--- src/rtl/sys_xbus_master_pkg.sv ---
// Shared types for the system register bus initiator: FSM states and response error codes.
package sys_xbus_master_pkg;

   typedef enum logic [1:0] {
      ST_IDLE = 2'd0,
      ST_BUS  = 2'd1,
      ST_RESP = 2'd2
   } state_t;

   localparam logic [1:0] ERR_OK  = 2'b00;
   localparam logic [1:0] ERR_TMO = 2'b01;
   localparam logic [1:0] ERR_DEC = 2'b10;

endpackage

--- src/rtl/sys_xbus_master_tmo_cnt.sv ---
// Ack-timeout counter: cleared outside the bus phase, counts stb cycles without ack.
module sys_xbus_tmo_cnt #(
   parameter int unsigned TIMEOUT_CYCLES = 16
) (
   input  logic clk_i,
   input  logic rst_n_i,
   input  logic clr_i,
   input  logic en_i,
   output logic expired_o
);

   localparam int unsigned CW = $clog2(TIMEOUT_CYCLES + 1);

   logic [CW-1:0] cnt_q, cnt_d;

   always_comb begin
      cnt_d = cnt_q;
      if (clr_i) begin
         cnt_d = '0;
      end else if (en_i) begin
         cnt_d = cnt_q + CW'(1);
      end
   end

   always_ff @(posedge clk_i) begin
      if (!rst_n_i) begin
         cnt_q <= '0;
      end else begin
         cnt_q <= cnt_d;
      end
   end

   // Flags the cycle whose increment makes the count reach TIMEOUT_CYCLES.
   assign expired_o = en_i & (cnt_q == CW'(TIMEOUT_CYCLES - 1));

endmodule

--- src/rtl/sys_xbus_master.sv ---
// Wishbone classic initiator: one command in, one bus cycle (or decode/timeout error), one response out.
module sys_xbus_master
   import sys_xbus_master_pkg::*;
#(
   parameter int unsigned           ADDR_WIDTH     = 32,
   parameter int unsigned           DATA_WIDTH     = 32,
   parameter int unsigned           SELECT_WIDTH   = DATA_WIDTH / 8,
   parameter logic [ADDR_WIDTH-1:0] REG_ADDR_BASE  = 32'h1000_0000,
   parameter int unsigned           NUM_REG        = 64,
   parameter int unsigned           TIMEOUT_CYCLES = 16
) (
   input  logic                    clk,
   input  logic                    rst_n,
   input  logic                    cmd_valid,
   output logic                    cmd_ready,
   input  logic                    cmd_we,
   input  logic [ADDR_WIDTH-1:0]   cmd_addr,
   input  logic [DATA_WIDTH-1:0]   cmd_wdata,
   input  logic [SELECT_WIDTH-1:0] cmd_sel,
   output logic                    rsp_valid,
   input  logic                    rsp_ready,
   output logic [DATA_WIDTH-1:0]   rsp_rdata,
   output logic [1:0]              rsp_err,
   output logic [ADDR_WIDTH-1:0]   adr_o,
   output logic [DATA_WIDTH-1:0]   dat_o,
   output logic                    we_o,
   output logic [SELECT_WIDTH-1:0] sel_o,
   output logic                    stb_o,
   output logic                    cyc_o,
   input  logic [DATA_WIDTH-1:0]   dat_i,
   input  logic                    ack_i
);

   // One extra bit so BASE + size cannot wrap past the top of the address space.
   localparam logic [ADDR_WIDTH:0]   WIN_LO     = {1'b0, REG_ADDR_BASE};
   localparam logic [ADDR_WIDTH:0]   WIN_HI     = WIN_LO + (ADDR_WIDTH + 1)'(NUM_REG * SELECT_WIDTH);
   localparam logic [ADDR_WIDTH-1:0] ALIGN_MASK = ADDR_WIDTH'(SELECT_WIDTH - 1);

   state_t                  state_q, state_d;
   logic                    cmd_ready_q, cmd_ready_d;
   logic                    rsp_valid_q, rsp_valid_d;
   logic [DATA_WIDTH-1:0]   rsp_rdata_q, rsp_rdata_d;
   logic [1:0]              rsp_err_q, rsp_err_d;
   logic [ADDR_WIDTH-1:0]   adr_q, adr_d;
   logic [DATA_WIDTH-1:0]   dat_q, dat_d;
   logic                    we_q, we_d;
   logic [SELECT_WIDTH-1:0] sel_q, sel_d;
   logic                    stb_q, stb_d;
   logic                    cyc_q, cyc_d;

   logic                    addr_ok;
   logic                    tmo_clr, tmo_en, tmo_expired;

   assign addr_ok = ({1'b0, cmd_addr} >= WIN_LO) && ({1'b0, cmd_addr} < WIN_HI) &&
                    ((cmd_addr & ALIGN_MASK) == '0);

   assign tmo_clr = (state_q != ST_BUS);
   assign tmo_en  = (state_q == ST_BUS) & ~ack_i;

   sys_xbus_tmo_cnt #(
      .TIMEOUT_CYCLES (TIMEOUT_CYCLES)
   ) u_tmo_cnt (
      .clk_i     (clk),
      .rst_n_i   (rst_n),
      .clr_i     (tmo_clr),
      .en_i      (tmo_en),
      .expired_o (tmo_expired)
   );

   always_comb begin
      state_d     = state_q;
      rsp_valid_d = rsp_valid_q;
      rsp_rdata_d = rsp_rdata_q;
      rsp_err_d   = rsp_err_q;
      adr_d       = adr_q;
      dat_d       = dat_q;
      we_d        = we_q;
      sel_d       = sel_q;
      stb_d       = stb_q;
      cyc_d       = cyc_q;

      case (state_q)
         ST_IDLE: begin
            if (cmd_valid && cmd_ready_q) begin
               if (addr_ok) begin
                  state_d = ST_BUS;
                  adr_d   = cmd_addr;
                  dat_d   = cmd_wdata;
                  we_d    = cmd_we;
                  sel_d   = cmd_sel;
                  cyc_d   = 1'b1;
                  stb_d   = 1'b1;
               end else begin
                  state_d     = ST_RESP;
                  rsp_valid_d = 1'b1;
                  rsp_rdata_d = '0;
                  rsp_err_d   = ERR_DEC;
               end
            end
         end
         ST_BUS: begin
            // Ack is checked first so it wins over a simultaneous timeout.
            if (ack_i) begin
               state_d     = ST_RESP;
               cyc_d       = 1'b0;
               stb_d       = 1'b0;
               rsp_valid_d = 1'b1;
               rsp_rdata_d = we_q ? '0 : dat_i;
               rsp_err_d   = ERR_OK;
            end else if (tmo_expired) begin
               state_d     = ST_RESP;
               cyc_d       = 1'b0;
               stb_d       = 1'b0;
               rsp_valid_d = 1'b1;
               rsp_rdata_d = '0;
               rsp_err_d   = ERR_TMO;
            end
         end
         ST_RESP: begin
            if (rsp_ready) begin
               state_d     = ST_IDLE;
               rsp_valid_d = 1'b0;
            end
         end
         default: begin
            state_d = ST_IDLE;
         end
      endcase

      cmd_ready_d = (state_d == ST_IDLE);
   end

   always_ff @(posedge clk) begin
      if (!rst_n) begin
         state_q     <= ST_IDLE;
         cmd_ready_q <= 1'b0;
         rsp_valid_q <= 1'b0;
         rsp_rdata_q <= '0;
         rsp_err_q   <= ERR_OK;
         adr_q       <= '0;
         dat_q       <= '0;
         we_q        <= 1'b0;
         sel_q       <= '0;
         stb_q       <= 1'b0;
         cyc_q       <= 1'b0;
      end else begin
         state_q     <= state_d;
         cmd_ready_q <= cmd_ready_d;
         rsp_valid_q <= rsp_valid_d;
         rsp_rdata_q <= rsp_rdata_d;
         rsp_err_q   <= rsp_err_d;
         adr_q       <= adr_d;
         dat_q       <= dat_d;
         we_q        <= we_d;
         sel_q       <= sel_d;
         stb_q       <= stb_d;
         cyc_q       <= cyc_d;
      end
   end

   assign cmd_ready = cmd_ready_q;
   assign rsp_valid = rsp_valid_q;
   assign rsp_rdata = rsp_rdata_q;
   assign rsp_err   = rsp_err_q;
   assign adr_o     = adr_q;
   assign dat_o     = dat_q;
   assign we_o      = we_q;
   assign sel_o     = sel_q;
   assign stb_o     = stb_q;
   assign cyc_o     = cyc_q;

endmodule

--- config.mk ---
export PLATFORM = sky130hd
export DESIGN_NAME = sys_xbus_master
export DESIGN_NICKNAME = d
export VERILOG_FILES = /design/src/rtl/sys_xbus_master_pkg.sv /design/src/rtl/sys_xbus_master_tmo_cnt.sv /design/src/rtl/sys_xbus_master.sv
export SDC_FILE = /design/constraint.sdc
export NUM_CORES = 1
export LEC_CHECK = 0
export CORE_MARGIN = 2
export CORE_UTILIZATION = 40
export DETAILED_ROUTE_END_ITERATION = 8
export GPL_ROUTABILITY_DRIVEN = 0
export PLACE_DENSITY = 0.9
export SETUP_SLACK_MARGIN = 0.05
export SLEW_MARGIN = 20
export SYNTH_ARGS = -nofsm -noshare
export SYNTH_HDL_FRONTEND = slang
export SYNTH_HIERARCHICAL = 1
export SYNTH_SLANG_ARGS = --single-unit
export TNS_END_PERCENT = 5
--- constraint.sdc ---
create_clock -name clk -period 4.8 [get_ports clk]
set_input_delay 1.2 -clock clk [delete_from_list [all_inputs] [get_ports clk]]
set_output_delay 1.2 -clock clk [all_outputs]
set_load 0.05 [all_outputs]
Yosys cells after proc, flatten, opt, wreduce, memory -nomap -nowiden

Cells that the tools add are included.
Widths: inputs -> output; s select.

Output and inout bits: 107
Flip-flop bits (word level): 113
Input port bits: 106
Word-level logic and storage cells: 68

Muxes and demuxes: 28
Order comparisons: 2
Add/subtract/negate cells: 1
Eq/ne operators: 9
Reductions and logical operators: 13
Bitwise logic cells: 4

Operator list:

| cell                 | count |
|---|---|
| $mux 32              | 5 |
| $pmux 32 s2          | 1 |
| $ge 32x29->1 const B | 1 |
| $logic_not 32->1     | 1 |
| $lt 32x29->1 const B | 1 |
| $mux 2               | 9 |
| $mux 1               | 9 |
| $ne 2x2->1 const B   | 4 |
| $reduce_and 4->1     | 2 |
| $pmux 2 s3           | 1 |
| $add 5x1->5 const B  | 1 |
| $eq 5x4->1 const B   | 1 |
| $reduce_and 5->1     | 1 |
| $logic_not 2->1      | 2 |
| $pmux 2 s2           | 1 |
| $logic_and 1x1->1    | 3 |
| $ne 3x3->1 const B   | 1 |
| $pmux 1 s3           | 1 |
| $reduce_and 3->1     | 1 |
| $reduce_bool 3->1    | 1 |
| $and 1x1->1          | 2 |
| $eq 2x1->1 const B   | 1 |
| $eq 2x2->1 const B   | 1 |
| $ne 2x1->1 const B   | 1 |
| other kinds (4)      | 5 |

Logic depth before layout (Yosys ltp)

Depth in word-level cells: 7
Mapped depth: 9
Mapped depth without buffers: 8

Hierarchy

Netlist, hierarchy kept.

Modules (own cells, without submodules):

| module           | instances | cells each | sequential area each (µm²) | area an instance (µm²) |
|---|---|---|---|---|
| sys_xbus_master  | 1         | 432        | 2,162.1                    | 4,092.7 |
| sys_xbus_tmo_cnt | 1         | 25         | 100.1                      | 245.2 |

Least setup slack after synthesis

Ideal clock, no wire load.

Path kind: input to register
Start point: in cmd_addr[24]
End point: reg rsp_valid_q (netlist: rsp_valid)
Arrival time: 2,524 ps
Path buffers: 0
Path slack: 2,157 ps
Stages on the path: 4
Cell sequence: or4b_4 nor3b_4 a31oi_4 o221a_2

Word-level cells in the longest chain between the ends: 5

Ends and longest elaborated chain:

| item                                                | RTL line               | RTL |
|---|---|---|
| from (decl)                                         | sys_xbus_master.sv:17  | `input logic [ADDR_WIDTH-1:0] cmd_addr,` |
| $ge 32x29->1 / $lt 32x29->1 (equally long branches) | sys_xbus_master.sv:54  | `assign addr_ok = ({1'b0, cmd_addr} >= WIN_LO) && ({1'b0, cmd_addr} < WIN_HI) &&` |
| $logic_and 1x1->1 * (2 in a row)                    | sys_xbus_master.sv:54  |  |
| $ne 2x2->1 (no source line) *                       | n/a                    |  |
| $reduce_and 5->1 (no source line) *                 | n/a                    |  |
| to (signal assigned)                                | sys_xbus_master.sv:149 | `rsp_valid_q <= rsp_valid_d;` |
| to (decl)                                           | sys_xbus_master.sv:41  | `logic rsp_valid_q, rsp_valid_d;` |

Mark *: on every way between the ends. The rest lies on a longest branch, timed or not.
A chain may end at the register's enable or synchronous reset.

Final worst setup path

Start point: in ack_i
End point: reg rsp_rdata_q[3] (netlist: rsp_rdata[3])

Word-level cells in the longest chain between the ends: 5

Ends and longest elaborated chain:

| item                              | RTL line                      | RTL |
|---|---|---|
| from (decl)                       | sys_xbus_master.sv:31         | `input logic ack_i` |
| $not 1->1                         | sys_xbus_master.sv:58         | `assign tmo_en = (state_q == ST_BUS) & ~ack_i;` |
| $and 1x1->1                       | sys_xbus_master.sv:58         |  |
| net tmo_en                        | sys_xbus_master.sv:52         | `logic tmo_clr, tmo_en, tmo_expired;` |
| $and 1x1->1                       | sys_xbus_master_tmo_cnt.sv:34 | `assign expired_o = en_i & (cnt_q == CW'(TIMEOUT_CYCLES - 1));` |
| net tmo_expired                   | sys_xbus_master.sv:52         |  |
| $ne 3x3->1 (no source line)       | n/a                           |  |
| $reduce_and 4->1 (no source line) | n/a                           |  |
| to (signal assigned)              | sys_xbus_master.sv:150        | `rsp_rdata_q <= rsp_rdata_d;` |
| to (decl)                         | sys_xbus_master.sv:42         | `logic [DATA_WIDTH-1:0] rsp_rdata_q, rsp_rdata_d;` |

The timed path passes the listed nets, and every way through them passes these cells.

==> impl_metrics.json <==
{
  "critPathKind": "input port to register",
  "power.density_nw_per_um2": 316,
  "cts-root-buf": "clkbuf_8",
  "status": "finished clean",
  "avgSynthCellArea_um2": 9.49,
  "crit_arrival_ns": 3.88,
  "synth.most_common_cell": "nand2_1",
  "synthFlopType": "dfxtp_1",
  "insertion_delay_ns": 0.50,
  "grt_overflow": 0,
  "postRouteAntennaNets": 0,
  "via_count": 3922,
  "drv_cap": 0,
  "slew_headroom": 0.465,
  "postCtsSetupRepairBufs": 0,
  "finalSetupTns_ns": 0,
  "synth_top_cell_by_area": "dfxtp_1",
  "die_area_um2": 11700,
  "peakVddDrop_mv": 0.176,
  "rsz0062_at_grt": "false",
  "synth_top_area_frac": 0.521,
  "worst_slew_pin_slew_ns": 0.802,
  "finalWorstSetupSlack_ns": 1.30,
  "synth_edf_count": 0,
  "setup-violations-final": 0,
  "cts_buffers": 17,
  "grt_pass1_vias": 3973,
  "fin_util": 0.657,
  "ios": 213,
  "die_x_um": 108,
  "dp.cells": 781,
  "slew_violations": 0,
  "std_cell_rows": 38,
  "worst_hold_path_type": "register to register",
  "firstDrtPassIters": 6,
  "synthDistinctLibCells": 38,
  "post_drt_wl_per_cell_um": 14.6,
  "cp_slowest_stage_delay_ns": 0.57,
  "clockBufferDepth": 2,
  "synthArstFlopShare": 0,
  "period_share": 0.730,
  "seq_area_frac_synth": 0.521,
  "nets": 768,
  "crit_chain": "clkdlybuf4s50_1, nor2_1, and2_1, o21ai_0, a21o_1, a31oi_4, buf_4, o21ai_2",
  "grt_usage": 0.204,
  "required_ns": 5.18,
  "syn-num-nets": 565,
  "floorplan.initialDensity": 0.405,
  "ys_seq_elements": 113,
  "antenna_found_initial": 1,
  "drt_first_iter_violations": 158,
  "dp_hpwl_um": 8810,
  "ctsHtreeMaxLevel": 4,
  "cp-start-kind": "input port",
  "hold_viol_final": 0,
  "crit_fanout": 18,
  "clock.fmax_mhz": 285,
  "design_area_um2": 7030,
  "synthTopCellsByArea": "dfxtp_1 (52%), nand2_1 (13%), mux2i_1 (11%), o21ai_2 (6.1%), and3_1 (3.9%)",
  "io_buffers": 212,
  "drc_errors": 0,
  "grt_pass1_wl_um": 18800,
  "vias_per_cell": 4.82,
  "drt-total-wl_um": 11800,
  "fin_cells": 813,
  "synth_area_um2": 4340,
  "coreArea_um2": 10700,
  "grt_max_degree": 91,
  "cts_hold_buf": 0,
  "clock-sinks": 113,
  "synthCells": 457,
  "post_cts_resized": 0,
  "cpMaxStageDelayCell": "a31oi_4",
  "yosysWarnings": 6,
  "final.min_clock_period_ns": 3.50,
  "place_area_um2": 6480,
  "fin_skew_ns": 0.00578,
  "area_growth_pct": 62.0,
  "path_clk_slew_ns": 0.05,
  "dp_slack_ns": 0.762,
  "cts_tree": "done",
  "p_leak_nw": 2.64,
  "drive_gt1_frac": 0.107,
  "cp-end-kind": "register",
  "synthTopCellsByCount": "nand2_1 (154), dfxtp_1 (113), mux2i_1 (46)",
  "fp.dieH_um": 108
}
==> worst max-delay path: cells and delay by family <==
family	cells	cell delay [ns]
AND/OR/NAND/NOR	2	0.72
AO/OA/AOI/OAI	4	1.03
buffers and inverters	2	0.93
==> state kept, by name (all words and copies together) (netlist names) <==
name             count
cmd_ready            1
adr_o               32
cyc_o                1
rsp_rdata           32
dat_o               32
u_tmo_cnt/cnt_q      5
rsp_err              2
rsp_valid            1
state_q              2
sel_o                4
we_o                 1
==> through the flow <==
| step | hold WS, ns | power, mW |
|---|---|---|
| 6_report | 0.457 | 2.22 |
| 5_1_grt | 0.472 | 2.30 |
| 4_1_cts | 0.459 | 2.24 |
| 3_5_place_dp | 0.449 | 1.11 |
| 3_3_place_gp | 0.441 | 1.11 |
| 2_1_floorplan | 0.456 | 1.02 |
==> cells in the final DEF, fill, tap and decap left out, types with 2 or more instances in the layout <==
master | synthesis | layout
nor2_1 | 9 | 9
and3_1 | 27 | 27
clkbuf_16 | 0 | 16
nand2b_1 | 3 | 3
o211a_1 | 2 | 2
clkdlybuf4s50_1 | 0 | 211
buf_4 | 2 | 4
o21ai_0 | 5 | 5
o21ai_2 | 30 | 30
inv_1 | 2 | 2
clkbuf_8 | 0 | 5
nand3b_1 | 3 | 3
nor4_1 | 4 | 4
dfxtp_1 | 113 | 113
clkbuf_1 | 20 | 4
a21oi_1 | 3 | 3
o21a_1 | 2 | 2
nand2_1 | 154 | 154
clkinv_2 | 0 | 5
and4_2 | 1 | 2
ha_1 | 2 | 2
mux2i_1 | 46 | 46
==> layer usage <==
layer / GRT usage / up-vias / part of all wire / wire (um)
met4: 0.0861 / 0 / 0.027 / 314
met2: 0.360 / 148 / 0.50 / 5930
met5: 0 / - / 0 / 0
li1: - / 1933 / - / -
met3: 0.0832 / 25 / 0.087 / 1030
met1: 0.213 / 1816 / 0.39 / 4560
==> logic make-up (layout without fill, tap and decap cells) <==
logic type | after synthesis | in the layout | share of synthesized area
other cells | 0 | 1 | 0
compound gates | 50 | 50 | 0.0966
fa+ha+maj | 2 | 2 | 0.00577
buf+inv | 34 | 249 | 0.0470
simple gates | 211 | 211 | 0.221
flops | 113 | 113 | 0.521
xor+xnor | 1 | 1 | 0.00202
mux | 46 | 46 | 0.106
==> power breakdown <==
| group | leakage [nW] | internal (mW) | total, mW | switching (mW) |
|---|---|---|---|---|
| Clock | 0.272 | 0.732 | 1.13 | 0.393 |
| Combinational | 1.46 | 0.0898 | 0.148 | 0.0586 |
| Sequential | 0.910 | 0.942 | 0.944 | 0.00200 |
==> area by class of cell <==
cell class                      count  area [um2]
Multi-Input combinational cell    310        1880
Clock buffer                       25         484
Timing Repair Buffer              216        2160
Sequential cell                   113        2260
Fill cell                         851        3670
Clock inverter                      6        55.1
Tap cell                          140         175
Antenna cell                        1        2.50
Inverter                            2        7.51
==> path summary, 6_finish.rpt <==
kind	startpoint	to	slack, ns	cells past startpoint
setup / recovery	ack_i	rsp_rdata[3]	1.30	8
hold / removal	adr_o[2]	adr_o[2]	0.46	2
setup reg to reg	state_q[1]	rsp_rdata[3]	1.87	8
hold reg to reg	adr_o[2]	adr_o[2]	0.46	2
No activity file was read; power rests on OpenSTA's default activity.
